==> src/rtl/param_multifunc_reg_pkg.sv <==
// Shared opcode encoding for the multi-function data register.
package param_multifunc_reg_pkg;

  typedef logic [2:0] opcode_t;

  localparam opcode_t OP_HOLD = 3'b000;
  localparam opcode_t OP_LOAD = 3'b001;
  localparam opcode_t OP_SHL  = 3'b010;
  localparam opcode_t OP_SHR  = 3'b011;
  localparam opcode_t OP_ROTL = 3'b100;
  localparam opcode_t OP_ROTR = 3'b101;
  localparam opcode_t OP_INC  = 3'b110;
  localparam opcode_t OP_DEC  = 3'b111;

endpackage

==> src/rtl/pmr_next_val.sv <==
// Combinational next value and next carry for param_multifunc_reg.
// Macro PARAM_MULTIFUNC_REG_SATURATE_EN makes INC/DEC clamp instead of wrap.
module pmr_next_val
  import param_multifunc_reg_pkg::*;
#(
  parameter int WIDTH = 4,
  parameter int STEP  = 1
) (
  input  logic [WIDTH-1:0] q,
  input  logic             carry,
  input  logic [2:0]       control,
  input  logic [WIDTH-1:0] data_in,
  input  logic             serial_in,
  output logic [WIDTH-1:0] next_q,
  output logic             next_carry
);

  localparam logic [WIDTH:0] STEP_EXT = (WIDTH+1)'(STEP);

  logic [WIDTH:0] sum;
  logic [WIDTH:0] diff;

  // MSB of the widened result is the carry (INC) or borrow (DEC)
  assign sum  = {1'b0, q} + STEP_EXT;
  assign diff = {1'b0, q} - STEP_EXT;

  always_comb begin
    next_q     = q;
    next_carry = carry;
    case (opcode_t'(control))
      OP_HOLD: begin
        next_q     = q;
        next_carry = carry;
      end
      OP_LOAD: begin
        next_q     = data_in;
        next_carry = 1'b0;
      end
      OP_SHL: begin
        next_q     = {q[WIDTH-1-STEP:0], {STEP{serial_in}}};
        next_carry = q[WIDTH-STEP];
      end
      OP_SHR: begin
        next_q     = {{STEP{serial_in}}, q[WIDTH-1:STEP]};
        next_carry = q[STEP-1];
      end
      OP_ROTL: begin
        next_q     = {q[WIDTH-1-STEP:0], q[WIDTH-1:WIDTH-STEP]};
        next_carry = q[WIDTH-STEP];
      end
      OP_ROTR: begin
        next_q     = {q[STEP-1:0], q[WIDTH-1:STEP]};
        next_carry = q[STEP-1];
      end
      OP_INC: begin
        next_carry = sum[WIDTH];
`ifdef PARAM_MULTIFUNC_REG_SATURATE_EN
        next_q     = sum[WIDTH] ? '1 : sum[WIDTH-1:0];
`else
        next_q     = sum[WIDTH-1:0];
`endif
      end
      OP_DEC: begin
        next_carry = diff[WIDTH];
`ifdef PARAM_MULTIFUNC_REG_SATURATE_EN
        next_q     = diff[WIDTH] ? '0 : diff[WIDTH-1:0];
`else
        next_q     = diff[WIDTH-1:0];
`endif
      end
      default: begin
        next_q     = q;
        next_carry = carry;
      end
    endcase
  end

endmodule

==> src/rtl/param_multifunc_reg.sv <==
// Multi-function data register: q/carry/zero flops with enable and sync reset.
// Optional macro PARAM_MULTIFUNC_REG_SATURATE_EN (see pmr_next_val) clamps INC/DEC.
module param_multifunc_reg
  import param_multifunc_reg_pkg::*;
#(
  parameter int WIDTH = 4,
  parameter int STEP  = 1
) (
  input  logic             clk,
  input  logic             rst,
  input  logic             en,
  input  logic [2:0]       control,
  input  logic [WIDTH-1:0] data_in,
  input  logic             serial_in,
  output logic [WIDTH-1:0] data_out,
  output logic             carry_out,
  output logic             zero
);

  if (WIDTH < 2 || STEP < 1 || STEP > WIDTH - 1) begin : g_bad_params
    $error("param_multifunc_reg: need WIDTH>=2 and 1<=STEP<=WIDTH-1 (WIDTH=%0d STEP=%0d)",
           WIDTH, STEP);
  end

  logic [WIDTH-1:0] next_q;
  logic             next_carry;

  pmr_next_val #(.WIDTH(WIDTH), .STEP(STEP)) u_next_val (
    .q          (data_out),
    .carry      (carry_out),
    .control    (control),
    .data_in    (data_in),
    .serial_in  (serial_in),
    .next_q     (next_q),
    .next_carry (next_carry)
  );

  // zero is derived from next_q so it updates on the same edge as data_out
  always_ff @(posedge clk) begin
    if (rst) begin
      data_out  <= '0;
      carry_out <= 1'b0;
      zero      <= 1'b1;
    end else if (en) begin
      data_out  <= next_q;
      carry_out <= next_carry;
      zero      <= (next_q == '0);
    end
  end

endmodule
==> config.mk <==
export PLATFORM = sky130hd
export DESIGN_NAME = param_multifunc_reg
export DESIGN_NICKNAME = d
export VERILOG_FILES = /design/src/rtl/param_multifunc_reg_pkg.sv /design/src/rtl/pmr_next_val.sv /design/src/rtl/param_multifunc_reg.sv
export SDC_FILE = /design/constraint.sdc
export NUM_CORES = 1
export LEC_CHECK = 0
export ABC_CLOCK_PERIOD_IN_PS = 1700
export BUFFER_PORTS_ARGS = -buffer_cell sky130_fd_sc_hd__buf_2
export CORE_MARGIN = 10
export CORE_UTILIZATION = 30
export CTS_CLUSTER_SIZE = 20
export DETAILED_ROUTE_END_ITERATION = 10
export PLACE_DENSITY = 0.62
export REMOVE_ABC_BUFFERS = 1
export SETUP_SLACK_MARGIN = 0.02
export SLEW_MARGIN = 15
export SYNTH_ARGS = -nofsm -noshare
export SYNTH_HDL_FRONTEND = slang
export SYNTH_HIERARCHICAL = 1
export SYNTH_SLANG_ARGS = --single-unit
==> constraint.sdc <==
create_clock -name clk -period 1.7 [get_ports clk]
set_input_delay 0.34 -clock clk [delete_from_list [all_inputs] [get_ports clk]]
set_output_delay 0.34 -clock clk [all_outputs]
set_load 0.01 [all_outputs]
==> results list, run 1 <==
* Number of max-cap violations: 0
- The number of global-route vias before repair came to approximately 660.
- The routed layout has approximately 700 vias.
* Proportion of register bits with asynchronous set or reset after synthesis: 0%
* Die Footprint: between 0.004 and 0.005 mm^2
* Clock transition at the registers of the reported paths: 0.04 ns
* Achievable clock frequency: between 600 and 700 MHz
- Data required time at the worst endpoint: 1.82 ns
- Vias per cell: 5.050
* Area occupied by multi-input gates: 504.2 um^2
* Post-detailed-placement half-perimeter wirelength: approximately 1400 um
- Top routing layer in use: met3
- Diodes inserted: 0
- Most used flip-flop cell after synthesis: sky130_fd_sc_hd__dfxtp_1
* Maximum net fanout on the critical path: 2
- Antenna Nets Post-Route: 0
- The tightest min-delay check is of the primary input to flop type.
- Post-synthesis sequential area ratio: between 10% and 20%
* Number of standard cells in the layout, taps in and fillers out: 140
- Antenna violations before repair: 0
- Power per Cell Area: 572.1 mW/mm^2
- Horiz. Die Dim: about 66 um
* Status: complete, no violations
- Synthesis inferred 6 register bits.
* Actual slew at the worst max-slew pin: 0.3162 ns
- Final Skew: 0.001907 ns
* Static leakage: about 0.42 nW
- Sinks on the clock net: 6
* Number of hold violations in the final report: 0
- Entering global routing, the biggest net connects 16 pins.
* Insertion delay of the later-clocked pin in the worst-skew pair: around 0.24 ns
- Port buffer count: 16
- Reg2Reg Setup Slack: 0.05 ns
* Number of remaining DRC errors: 0
- Sequential cell area: about 120 um^2
* Minimum clock period after layout: between 1.5 and 2 ns
- STA classifies the critical path endpoint as a flop.
- In this run, the number of DRC markers left after iteration 0 of detailed routing was 22.
- CTS root buf: sky130_fd_sc_hd__clkbuf_4
* Maximum vdd ir drop: 0.0004599 V
* Post-synthesis to final-layout area growth: 47.43%
* Most used cells in the layout excluding fill and tap cells: sky130_fd_sc_hd__buf_2, sky130_fd_sc_hd__buf_4, sky130_fd_sc_hd__mux2i_1, sky130_fd_sc_hd__nor2_1, sky130_fd_sc_hd__a21oi_1
* Worst setup slack after layout: 0.05072 ns
* Headroom to the max-slew limit: 78.65%
- The clock passes through at most 2 buffers.
- TritonCTS clock tree: done
- Die extent in y: ~66 um
- Final max-slew violation count: 0
* Worst slack after detailed placement: -0.1040 ns
- Global routing finished with a remaining overflow of 0.
- DRT Wirelength: 1774 um
- In this run the number of H-tree levels came out at 1.
* Final count of negative-setup-slack endpoints: 0
* Routed wire length per instance: 12.67 um
- Met2 routed WL: 817 um
- Setup CP Type: flop to flop
- Fraction of the core area covered by cells at the end of the flow: between 40 and 50%
- Global-route wire length before repair: 2904 um
* Combined area of all synthesized cells: roughly 630 um^2
* Share of layout cells above drive strength 1: a little under half
- Wire length on met3: around 120 um
- The initialized floorplan defines 16 standard-cell rows.
- The number of clock buffers added by TritonCTS is 3.
* Post-synth EDFFs: 0
- Total core area: 0.001982 mm^2
* Yosys warning total: 6
- Filler cell count: 195
* Cell count after synthesis: 82
- GRT Resource Usage Total: 8.041%
- Setup repair after global routing could not meet its margin everywhere.
* Routed metal-1 wire length: 833 um
* Period Utilization, post-route: ~97%
- Including well taps, the total number of placed cells is about 130.
- For this run, the detailed router's first-pass iteration total came to 4.
- Arrival time of data at the critical path endpoint: 1.77 ns
* Hold Slack: 0.3315 ns
- Starting Density: 31.94%
* Leading cell type in the layout, fill and taps excluded: sky130_fd_sc_hd__buf_2
- After synthesis, the netlist uses 36 different library cells.
- CTS hold repair buffers: 0
- Global placer's final weighted congestion: 0.8080
* Synth Area per Inst: 7.721 um^2
- STA classifies the critical path startpoint as a flop.
- Layout Nets: 128
* Io pins: 17
[metrics by stage]
step	TNS [ns]	power [mW]	area, um^2
after detailed placement	-0.1040	0.3682	828.3
after global routing	-0.06234	0.5741	933.4
after global placement	-0.1398	0.3663	828.3
after CTS	0	0.5087	870.8
final	0	0.5340	933.4
after floorplan	-0.2059	0.2665	596.8
[cell families (layout without fill, tap and decap cells)]
| group | Yosys count | count (layout) | synth area share, % |
|---|---|---|---|
| AO/OA/AOI/OAI | 21 | 21 | 21.74 |
| multiplexers | 8 | 8 | 12.65 |
| flip-flops | 6 | 6 | 18.97 |
| adder cells (fa/ha/maj) | 2 | 2 | 3.952 |
| buffers and inverters | 10 | 41 | 8.101 |
| XOR/XNOR | 3 | 3 | 4.151 |
| AND/OR/NAND/NOR | 32 | 32 | 30.44 |
[worst max-delay path, stage by stage (launching register included)]
cell and delay [ns]:
sky130_fd_sc_hd__dfxtp_2 0.33, sky130_fd_sc_hd__inv_2 0.05, sky130_fd_sc_hd__ha_4 0.24, sky130_fd_sc_hd__xnor2_2 0.14
sky130_fd_sc_hd__o22ai_2 0.21, sky130_fd_sc_hd__o21ai_2 0.08, sky130_fd_sc_hd__a21oi_2 0.17, sky130_fd_sc_hd__nor4_2 0.07
sky130_fd_sc_hd__a211o_1 0.25
[layout make-up]
class | instances | share of cell area [%]
inverter | 4 | 1.609
clock buffer | 3 | 2.413
timing repair buffer | 34 | 25.20
sequential | 6 | 13.14
tap | 27 | 3.619
multi-input combinational | 66 | 54.02
[flip-flops by register name, indices dropped and copies added (netlist names)]
name / count
zero: 1
carry_out: 1
data_out: 4
[Yosys cell counts, types with 2 or more instances]
cell                       number  area share (%)
sky130_fd_sc_hd__mux2i_1        8              13
sky130_fd_sc_hd__nor2_1         8             4.7
sky130_fd_sc_hd__a21oi_1        6             4.7
sky130_fd_sc_hd__dfxtp_1        6              19
sky130_fd_sc_hd__buf_2          5             4.0
sky130_fd_sc_hd__inv_1          4             2.4
sky130_fd_sc_hd__nand2b_1       4             4.0
sky130_fd_sc_hd__o21ai_0        4             3.2
sky130_fd_sc_hd__nor3b_1        3             3.6
sky130_fd_sc_hd__xnor2_1        3             4.2
sky130_fd_sc_hd__a211oi_1       2             2.4
sky130_fd_sc_hd__ha_1           2             4.0
sky130_fd_sc_hd__nand2_1        2             1.2
sky130_fd_sc_hd__nor4_1         2             2.0
sky130_fd_sc_hd__o22ai_1        2             2.0
[final timing paths]
kind,startpoint,endpoint,depth (start not counted)
setup / recovery,data_out[0]$_SDFFE_PP0P_,zero$_SDFFE_PP1P_,8
hold / removal,rst,data_out[1]$_SDFFE_PP0P_,2
setup reg to reg,data_out[0]$_SDFFE_PP0P_,zero$_SDFFE_PP1P_,8
hold reg to reg,carry_out$_SDFFE_PP0P_,carry_out$_SDFFE_PP0P_,2
[timing repair]
item                                    4_1_cts  5_1_grt
resized for setup                             4       10
hold endpoints to repair                      0        0
buffers inserted                              2        3
endpoints found under the setup margin        1        4
pin swaps                                     8        9
[routing by layer]
layer | up-vias | GRT usage [%]
met1 | 330 | 9.953
met5 | - | 0
met2 | 14 | 12.68
met4 | 0 | 2.356
li1 | 363 | -
met3 | 0 | 2.881
[report_power, final]
group	internal (mW)	switching (mW)
Clock	0.0795	0.0454
Sequential	0.153	0.00977
Combinational	0.131	0.116
Note: power is estimated with default switching activity, not from simulation.
==> inputs of run 2 (changes only) <==
--- a/config.mk
+++ b/config.mk
@@ -8,10 +8,11 @@
 export ABC_CLOCK_PERIOD_IN_PS = 1700
 export BUFFER_PORTS_ARGS = -buffer_cell sky130_fd_sc_hd__buf_2
 export CORE_MARGIN = 10
-export CORE_UTILIZATION = 30
+export CORE_UTILIZATION = 45
 export CTS_CLUSTER_SIZE = 20
 export DETAILED_ROUTE_END_ITERATION = 10
-export PLACE_DENSITY = 0.62
+export GPL_TIMING_DRIVEN = 0
+export PLACE_DENSITY = 0.83
 export REMOVE_ABC_BUFFERS = 1
 export SETUP_SLACK_MARGIN = 0.02
 export SLEW_MARGIN = 15
==> results list, run 2 (synthesized netlist as in run 1, its figures left out) <==
- The final worst clock skew is 0.0001246 ns (was 0.001907 ns).
- Largest Register: data_out (unchanged)
- The clock sink total came to 6 (unchanged).
- Clock transition at the registers of the reported paths: 0.04 ns (about the same)
* GRT Resource Usage Total: 9.482% (was 8.041%)
- Global placer's final weighted congestion: 0.7943 (was 0.8080)
* Power per Cell Area: 604.7 mW/mm^2 (was 572.1 mW/mm^2)
- Pin count of the biggest net entering global routing: 21 (was 16)
* CTS hold repair buffers: 0 (unchanged)
* Port buffer count: 16 (unchanged)
- Worst setup EP type: flop (unchanged)
- The internal power contribution was 328.1 uW (was 363.3 uW).
* Arrival time of data at the critical path endpoint: 1.80 ns (was 1.77 ns)
* Type of the worst min-delay path: primary input to flop (unchanged)
- The via density per instance was 6.035 (was 5.050).
- The later-pin clock latency in the skew report is 0.23 ns (was 0.24 ns).
- Switching share of total power: 32.24% (was 31.97%)
- The net switching power figure is 156.1 uW (was 170.8 uW).
- The most common library cell in the layout ignoring fill and taps is sky130_fd_sc_hd__buf_2 (unchanged).
- The routed length on met2 came to 705 um (was 817 um).
* Io pins: 17 (unchanged)
* Fraction of the core area covered by cells at the end of the flow: 60.78% (was 47.10%)
- The overall overflow remaining after global route was 0 (unchanged).
- Headroom to the max-slew limit: 76.78% (was 78.65%)
* Status: complete, no violations (unchanged)
- The count of pins over their slew limit came to 0 (unchanged).
- The number of buffers created by CTS is 3 (unchanged).
- The area of the die is 0.003307 mm^2 (was 0.004348 mm^2).
- The number of hold violations in the final report was 0 (unchanged).
- The sequential power share came to 34.3% (was 30.5%).
- First DRT Iteration DRCs: 13 (was 22)
* Diodes inserted: 0 (unchanged)
- The setup-violating endpoint count in the final report is 0 (unchanged).
* Antenna violations before repair: 0 (unchanged)
* Routed metal-1 wire length: 718 um (was 833 um)
- The DRC violation count after routing is 0 (unchanged).
* Antenna Nets Post-Route: 0 (unchanged)
- The top achievable clock speed was 596.6 MHz (was 606.3 MHz).
- The global-route wire length before repair is 2656 um (was 2904 um).
* Power share of the combinational group: 41.0% (was 46.2%)
* Period Utilization, post-route: 98.60% (was 97.02%)
- The worst-path maximum fanout came to 2 (unchanged).
* Maximum vdd ir drop: 0.0005090 V (was 0.0004599 V)
- TritonCTS clock tree: done (unchanged)
* Data required time at the worst endpoint: 1.82 ns (about the same)
- The root cell of the clock tree is sky130_fd_sc_hd__clkbuf_4 (unchanged).
- Post-detailed-placement half-perimeter wirelength: 1170 um (was 1360 um)
- Num rows: 13 (was 16)
- Worst setup slack after layout: 0.02386 ns (was 0.05072 ns)
- Unrepaired setup endpoints after global routing: true (unchanged)
- Worst slack after detailed placement: -0.3909 ns (was -0.1040 ns)
- The reported max-cap violation count came to 0 (unchanged).
- Layout Nets: 113 (was 128)
- Setup CP Type: flop to flop (unchanged)
- CTS H-Tree Depth: 1 (unchanged)
- The uppermost layer routed was met4 (was met3).
- The power share of the clock group is 24.7% (was 23.4%).
- Filler cell count: 121 (was 195)
* Static leakage: 0.3420 nW (was 0.4187 nW)
* Horiz. Die Dim: 57.51 um (was 65.94 um)
- Die extent in y: 57.51 um (was 65.94 um)
* Post-synthesis to final-layout area growth: 26.48% (was 47.43%)
- Via count: 682 (was 707)
* Number of global-route vias before repair: 610 (was 661)
* Wire length on met3: 179 um (was 124 um)
* Starting Density: 48.05% (was 31.94%)
- Actual slew at the worst max-slew pin: 0.3482 ns (was 0.3162 ns)
- The core box area is 0.001318 mm^2 (was 0.001982 mm^2).
- Share of layout cells above drive strength 1: 39.80% (was 46.02%)
- The flip-flop count of the largest register, all copies and words added is 4 (unchanged).
- The mean routed wirelength per cell is 14.24 um (was 12.67 um).
- The total detailed-routing wirelength came to 1609 um (was 1774 um).
* Hold Slack: 0.3214 ns (was 0.3315 ns)
- The number of buffers between clock root and the deepest sink was 2 (unchanged).
- Minimum clock period after layout: 1.676 ns (was 1.649 ns)
* Drt first pass iters: 4 (unchanged)
- The startpoint type of the worst setup path is a flop (unchanged).
- Biggest registers after layout: data_out: 4 flops, carry_out: 1 flops, zero: 1 flops (unchanged).
* Most used cells in the layout excluding fill and tap cells: sky130_fd_sc_hd__buf_2, sky130_fd_sc_hd__mux2i_1, sky130_fd_sc_hd__nor2_1, sky130_fd_sc_hd__a21oi_1, sky130_fd_sc_hd__nand2b_1 (was sky130_fd_sc_hd__buf_2, sky130_fd_sc_hd__buf_4, sky130_fd_sc_hd__mux2i_1, sky130_fd_sc_hd__nor2_1, sky130_fd_sc_hd__a21oi_1)
run 2: cell type report:
class	instances	area (um^2)	area share (%)
multi-input combinational	66	501.7	62.66
clock buffer	3	22.52	2.812
inverter	4	17.52	2.188
sequential	6	130.1	16.25
timing repair buffer	19	110.1	13.75
tap	15	18.77	2.344
run 2: critical path, stage by stage (launching register included):
cell	delay (ns)
sky130_fd_sc_hd__dfxtp_4	0.36
sky130_fd_sc_hd__inv_4	0.04
sky130_fd_sc_hd__ha_4	0.23
sky130_fd_sc_hd__xnor2_2	0.12
sky130_fd_sc_hd__o22ai_1	0.21
sky130_fd_sc_hd__o21ai_1	0.11
sky130_fd_sc_hd__a21oi_2	0.19
sky130_fd_sc_hd__nor4_2	0.06
sky130_fd_sc_hd__a211o_1	0.25
run 2: stage by stage:
step	power (mW)	TNS [ns]	area [um^2]	instances
finish	0.4842	0	800.8	113
global route	0.5274	-0.05752	800.8	113
CTS	0.4784	0	787.0	114
detailed placement	0.3282	-0.5689	695.7	107
global placement	0.3223	-0.3925	695.7	107
floorplan	0.2665	-0.2059	596.8	76
run 2: power by group through the flow:
stage	Sequential [mW]	Clock [mW]	Combinational, mW
floorplan	0.174	0	0.0926
global placement	0.173	0	0.149
detailed placement	0.175	0	0.153
CTS	0.164	0.124	0.190
global route	0.168	0.139	0.221
finish	0.166	0.120	0.199
run 2: path summary, 6_finish.rpt:
path	start	end	slack (ns)	cells past startpoint
setup / recovery	data_out[0]$_SDFFE_PP0P_	zero$_SDFFE_PP1P_	0.02	8
hold / removal	rst	data_out[1]$_SDFFE_PP0P_	0.32	2
setup reg to reg	data_out[0]$_SDFFE_PP0P_	zero$_SDFFE_PP1P_	0.02	8
hold reg to reg	carry_out$_SDFFE_PP0P_	carry_out$_SDFFE_PP0P_	0.53	2
run 2: per-layer routing:
metal / up-vias / track usage (%)
li1: 336 / -
met1: 316 / 10.58
met2: 28 / 14.88
met3: 2 / 4.425
met4: 0 / 4.362
met5: - / 0
run 2: timing repair:
action	CTS	global route
pin swaps	7	7
setup endpoints to repair	2	2
buffers inserted	4	0
resized for setup	13	8
